===== src/rtl/ram_1024x9_rd_stream.sv =====
// Read-side sequencer for the 1024x9 sample buffer.
// Streams a wrapped run of words onto a valid/ready port via a skid FIFO.
module ram_1024x9_rd_stream #(
    parameter int ADDR_WIDTH = 10,
    parameter int DATA_WIDTH = 9,
    parameter int LEN_WIDTH  = 11,
    parameter int FIFO_DEPTH = 4
) (
    input  logic                  rd_clk,
    input  logic                  rd_rst,
    input  logic                  start,
    input  logic [ADDR_WIDTH-1:0] start_addr,
    input  logic [LEN_WIDTH-1:0]  rd_len,
    output logic [ADDR_WIDTH-1:0] ram_rd_addr,
    input  logic [DATA_WIDTH-1:0] ram_rd_data,
    output logic [DATA_WIDTH-1:0] m_data,
    output logic                  m_valid,
    input  logic                  m_ready,
    output logic                  m_last,
    output logic                  busy,
    output logic                  done
);

    localparam int PW = $clog2(FIFO_DEPTH);
    localparam logic [LEN_WIDTH-1:0] MAX_LEN = LEN_WIDTH'(2**ADDR_WIDTH);

    typedef enum logic [1:0] {IDLE, RUN, DRAIN, DONE} state_t;

    state_t                state, state_nx;
    logic [LEN_WIDTH-1:0]  len_clamp;
    logic [LEN_WIDTH-1:0]  issue_left;
    logic [LEN_WIDTH-1:0]  out_left;
    logic [ADDR_WIDTH-1:0] next_addr;
    logic                  v1, v2;
    logic [DATA_WIDTH-1:0] mem [FIFO_DEPTH];
    logic [PW-1:0]         wr_ptr, rd_ptr;
    logic [PW:0]           fifo_count;
    logic [PW+1:0]         credit;
    logic                  accept, issue, push, pop;

    assign len_clamp = (rd_len > MAX_LEN) ? MAX_LEN : rd_len;
    assign accept    = (state == IDLE) && start && (len_clamp != '0);
    assign credit    = {1'b0, fifo_count} + (PW+2)'(v1) + (PW+2)'(v2);
    assign issue     = accept ||
                       ((state == RUN) && (issue_left != '0) &&
                        (credit < (PW+2)'(FIFO_DEPTH)));
    assign push      = v2;
    assign m_valid   = (fifo_count != '0);
    assign pop       = m_valid && m_ready;
    assign m_data    = m_valid ? mem[rd_ptr] : '0;
    assign m_last    = m_valid && (out_left == LEN_WIDTH'(1));
    assign busy      = (state != IDLE);
    assign done      = (state == DONE);

    // State register
    always_ff @(posedge rd_clk) begin
        if (rd_rst) state <= IDLE;
        else        state <= state_nx;
    end

    // Next-state: run until all issued, drain until last handshake
    always_comb begin
        state_nx = state;
        unique case (state)
            IDLE: begin
                if (start) state_nx = (len_clamp != '0) ? RUN : DONE;
            end
            RUN: begin
                if (issue_left == '0) state_nx = DRAIN;
            end
            DRAIN: begin
                if (pop && (out_left == LEN_WIDTH'(1))) state_nx = DONE;
            end
            DONE: state_nx = IDLE;
            default: state_nx = IDLE;
        endcase
    end

    // Read issue, in-flight tracking and FIFO bookkeeping
    always_ff @(posedge rd_clk) begin
        if (rd_rst) begin
            ram_rd_addr <= '0;
            next_addr   <= '0;
            issue_left  <= '0;
            out_left    <= '0;
            v1          <= 1'b0;
            v2          <= 1'b0;
            wr_ptr      <= '0;
            rd_ptr      <= '0;
            fifo_count  <= '0;
        end else begin
            if (accept) begin
                ram_rd_addr <= start_addr;
                next_addr   <= start_addr + ADDR_WIDTH'(1);
                issue_left  <= len_clamp - LEN_WIDTH'(1);
            end else if (issue) begin
                ram_rd_addr <= next_addr;
                next_addr   <= next_addr + ADDR_WIDTH'(1);
                issue_left  <= issue_left - LEN_WIDTH'(1);
            end
            if (accept)   out_left <= len_clamp;
            else if (pop) out_left <= out_left - LEN_WIDTH'(1);
            v1 <= issue;
            v2 <= v1;
            if (push) wr_ptr <= wr_ptr + PW'(1);
            if (pop)  rd_ptr <= rd_ptr + PW'(1);
            fifo_count <= fifo_count + (PW+1)'(push) - (PW+1)'(pop);
        end
    end

    // FIFO storage; contents are don't-care until pushed
    always_ff @(posedge rd_clk) begin
        if (push) mem[wr_ptr] <= ram_rd_data;
    end

endmodule


===== config.mk =====
export PLATFORM = sky130hd
export DESIGN_NAME = ram_1024x9_rd_stream
export DESIGN_NICKNAME = d
export VERILOG_FILES = /design/src/rtl/ram_1024x9_rd_stream.sv
export SDC_FILE = /design/constraint.sdc
export NUM_CORES = 1
export LEC_CHECK = 0
export CAP_MARGIN = 10
export CELL_PAD_IN_SITES_DETAIL_PLACEMENT = 1
export CELL_PAD_IN_SITES_GLOBAL_PLACEMENT = 1
export CORE_UTILIZATION = 40
export CTS_CLUSTER_DIAMETER = 120
export DETAILED_ROUTE_END_ITERATION = 7
export PLACE_DENSITY = 0.73
export SYNTH_ARGS = -nofsm -noshare
export SYNTH_HDL_FRONTEND = slang
export SYNTH_SLANG_ARGS = --single-unit

===== constraint.sdc =====
create_clock -name rd_clk -period 4.45 [get_ports rd_clk]
set_input_delay 0.6675 -clock rd_clk [delete_from_list [all_inputs] [get_ports rd_clk]]
set_output_delay 0.6675 -clock rd_clk [all_outputs]
set_load 0.03 [all_outputs]

==> impl_results.md <==
* Worst hold endpoint: push
* Final Skew at 6.68 ps
* Reg2reg setup slack at roughly 1500 ps
* Largest net degree at the start of global routing at 32
* Crit. path cell count at 11
* Fin nets at 583
* Clk Latency, worst-skew pair at 340 ps
* Row count at 39
* Core Util, Final at 49.6%
* Post-DP HPWL at 8.95 mm
* 1st-iter DRT viols at 144
* Top cell type by total area after synthesis: dfxtp_1
* Final GP Congestion at 0.853
* Status: completed
* Count of final max-slew check failures at 0
* Crit-path leading delay family: simple AND/OR/NAND/NOR gates
* DRC viols at 0
* Fill count at approximately 1300
* Layout area overhead at 20.8%
* Worst Path Class, Setup: in2reg
* Die Ht at 110 um
* RSZ-0062 raised after global routing: no
* Die Footprint at 12200 sq um
* Starting density of the core at 41.1%
* DP Area at ~5400 sq um
* Finish-stage setup viols at 0
* Mapped Area at 4710 sq um
* Mapped Cells at roughly 480
* Synthesized area per cell at 9.83 sq um
* Die W at 110 um
* Worst Hold Path Cells at 1
* HP Class: reg2reg
* Worst Reg2Reg Path Length in Cells at 11
* CP cell instances: clkdlybuf4s50_1, nor4_2, a31oi_2, and3_1, a21oi_1, ha_1, nand2_1, a21oi_1, nand3_1, mux2_1, a21oi_1
* First-pass DRT Iterations at 4
* Number of synthesized flops with an enable pin at 36
* Critical Path Slowest Stage Cell: nor4_2
* Seq/Total Area, Yosys at 46.3%
* Cell area after layout at 5690 sq um
* Primary FF master, synth: dfxtp_1
* Initial antenna violation count at 0
* Area of the multi-input gates at 2370 sq um
* Synth unique cells at 61
* Synth top cells by count: 65 x nand2_1, 55 x dfxtp_1, 46 x nor2_1
* Flops & latches, synth at just over 90
* Worst vdd ir at 0.311 mV
* Power Total at approximately 3.7 mW
* FFs w/ async S/R, synth at 0%
* Via/cell ratio at about 5.6
* Register area at ~2200 sq um
* GRT Resource Usage Total at 21.3%
* Clock slew at reported path FFs at 70 ps
* Final wirelength at roughly 12 mm
* Detail Route Antenna Nets at 0
* Reg-to-Reg Start: state[1]
* Post-CTS setup buffer count at 0
* Core Region at 11500 sq um
* Period minus WS final at 3310 ps
* CTS tree: yes
* FMAX at about 300 MHz
* Via count at 3804
* Number of buffer and inverter stages on the critical path at 1
* Diodes inserted at 0
* WL per Instance at 18.2 um
* Syn. warnings at 0
* Top cells by area, synth: dfxtp_1 23%, edfxtp_1 23%, nand2_1 5.2%
* Vias in the first global route at around 4000
* Lkg Pwr at 2.01 nW
* First-pass GRT wire length at 20.8 mm
* Total of max-cap violations at 0
* CP startpoint kind: input port
* Hold path startpoint: v1
* Final hold viol count at 0
* Grt ovf at 0
* Clock root cell: clkbuf_16
* CTS Buffer Depth at 2
* Ports at 57
* CP Capture Type: flip-flop
* Max-slew headroom at 44.0%
* Crit path max fanout at 6
* Hold Slack at 472 ps
* PortBufs at between 50 and 60
* Sink Count at 91
* Post-Syn Nets at 531
* Count leader, synth: nand2_1
* P per Cell Area at 652 nW/um^2
* Critical Path Most Common Cell: a21oi_1
* Worst slew pin tran at 840 ps
* CTS hold repair buffers at 0
* CTS Buf Count at 9
* CP required at between 4000 and 5000 ps
* Reg2reg end: issue_left[6]
* Final period util at 74.3%
* Post-CTS Resized at 0
* CP peak stage delay at 530 ps
* H-tree depth at 3
* Layout cells sized above 1 at 8.58%
* Top cell type's share of synthesized area at 23.4%
* Critical path arrival at between 3000 and 4000 ps
* Setup TNS at 0 ps
-- area by class of cell --
class,count,area share [%]
inverter,14,0.924
tap,143,3.15
clock inverter,6,1.23
clock buffer,10,4.03
sequential,91,38.4
multi-input combinational,353,41.7
timing repair buffer,62,10.6
-- cells by family (layout without fill, tap and decap cells) --
| family | Yosys count | count (layout) | synth area share (%) |
|---|---|---|---|
| xor gates and xnor gates | 26 | 26 | 4.84 |
| buffers and inverters | 35 | 92 | 3.27 |
| adders and majority gates | 18 | 18 | 4.94 |
| and+or+nand+nor | 189 | 189 | 19.3 |
| muxes | 20 | 20 | 6.86 |
| DFF | 91 | 91 | 46.3 |
| AOI/OAI and AO/OA | 100 | 100 | 14.5 |
-- worst register-to-register path, stage by stage, from the launching register on --
cell	delay, ps
dfxtp_1	330
inv_1	120
ha_1	220
nand2_1	200
a31o_2	420
a21oi_1	250
ha_1	290
nand2_1	110
a21oi_1	280
nand3_1	160
mux2_1	340
a21oi_1	140
-- sequential cells by signal, summed over array words and instances, names as in the netlist, named ones only --
register and flops:
push 1, issue_left 11, state 2, fifo_count 3
mem 36, ram_rd_addr 10, v1 1, wr_ptr 2
out_left 11, next_addr 10, rd_ptr 2
-- report_power, final --
group	total, mW	switching (mW)	internal, mW
clock network	0.774	0.332	0.442
registers	1.27	0.210	1.06
logic	1.66	0.967	0.697
total	3.71	1.51	2.20
-- cell usage in the layout, fill, tap and decap left out, types with 9 or more instances in the layout --
master | Yosys | routed
edfxtp_1 | 36 | 36
mux4_2 | 9 | 9
a21oi_1 | 27 | 27
ha_1 | 17 | 17
nand2_1 | 65 | 65
inv_1 | 13 | 13
o21ai_0 | 10 | 10
nor3_1 | 11 | 11
and2_1 | 13 | 13
clkdlybuf4s50_1 | 0 | 55
a311oi_1 | 10 | 10
dfxtp_1 | 55 | 55
xnor2_1 | 15 | 15
xor2_1 | 11 | 11
nand3_1 | 19 | 19
clkbuf_16 | 0 | 9
a211oi_1 | 13 | 13
nor2_1 | 46 | 46
-- layer usage --
metal  GRT usage, %  vias to the layer above  wire length, um
li1               -                     1852                -
met1           27.3                     1880             5680
met2           36.2                       56             6140
met3           3.57                       16              333
met4           7.38                        0              176
met5              0                        -                0
-- metrics by stage --
step                      setup slack [ps]  instances
after detailed placement               853        663
final                                 1140        679
after floorplan                       1420        479
after global routing                   932        679
after global placement                1000        663
after CTS                             1180        679
-- worst max-delay path by stage --
stage | end | slack [ps] | from
finish | issue_left[6] | 1140 | rd_len[1]
global route | issue_left[6] | 930 | rd_len[1]
detailed placement | next_addr[9] | 850 | rd_len[0]
floorplan | issue_left[8] | 1420 | rd_len[0]
CTS | m_last | 1180 | out_left[2]
global placement | next_addr[9] | 1000 | rd_len[0]
No activity file was read; power rests on OpenSTA's default activity.
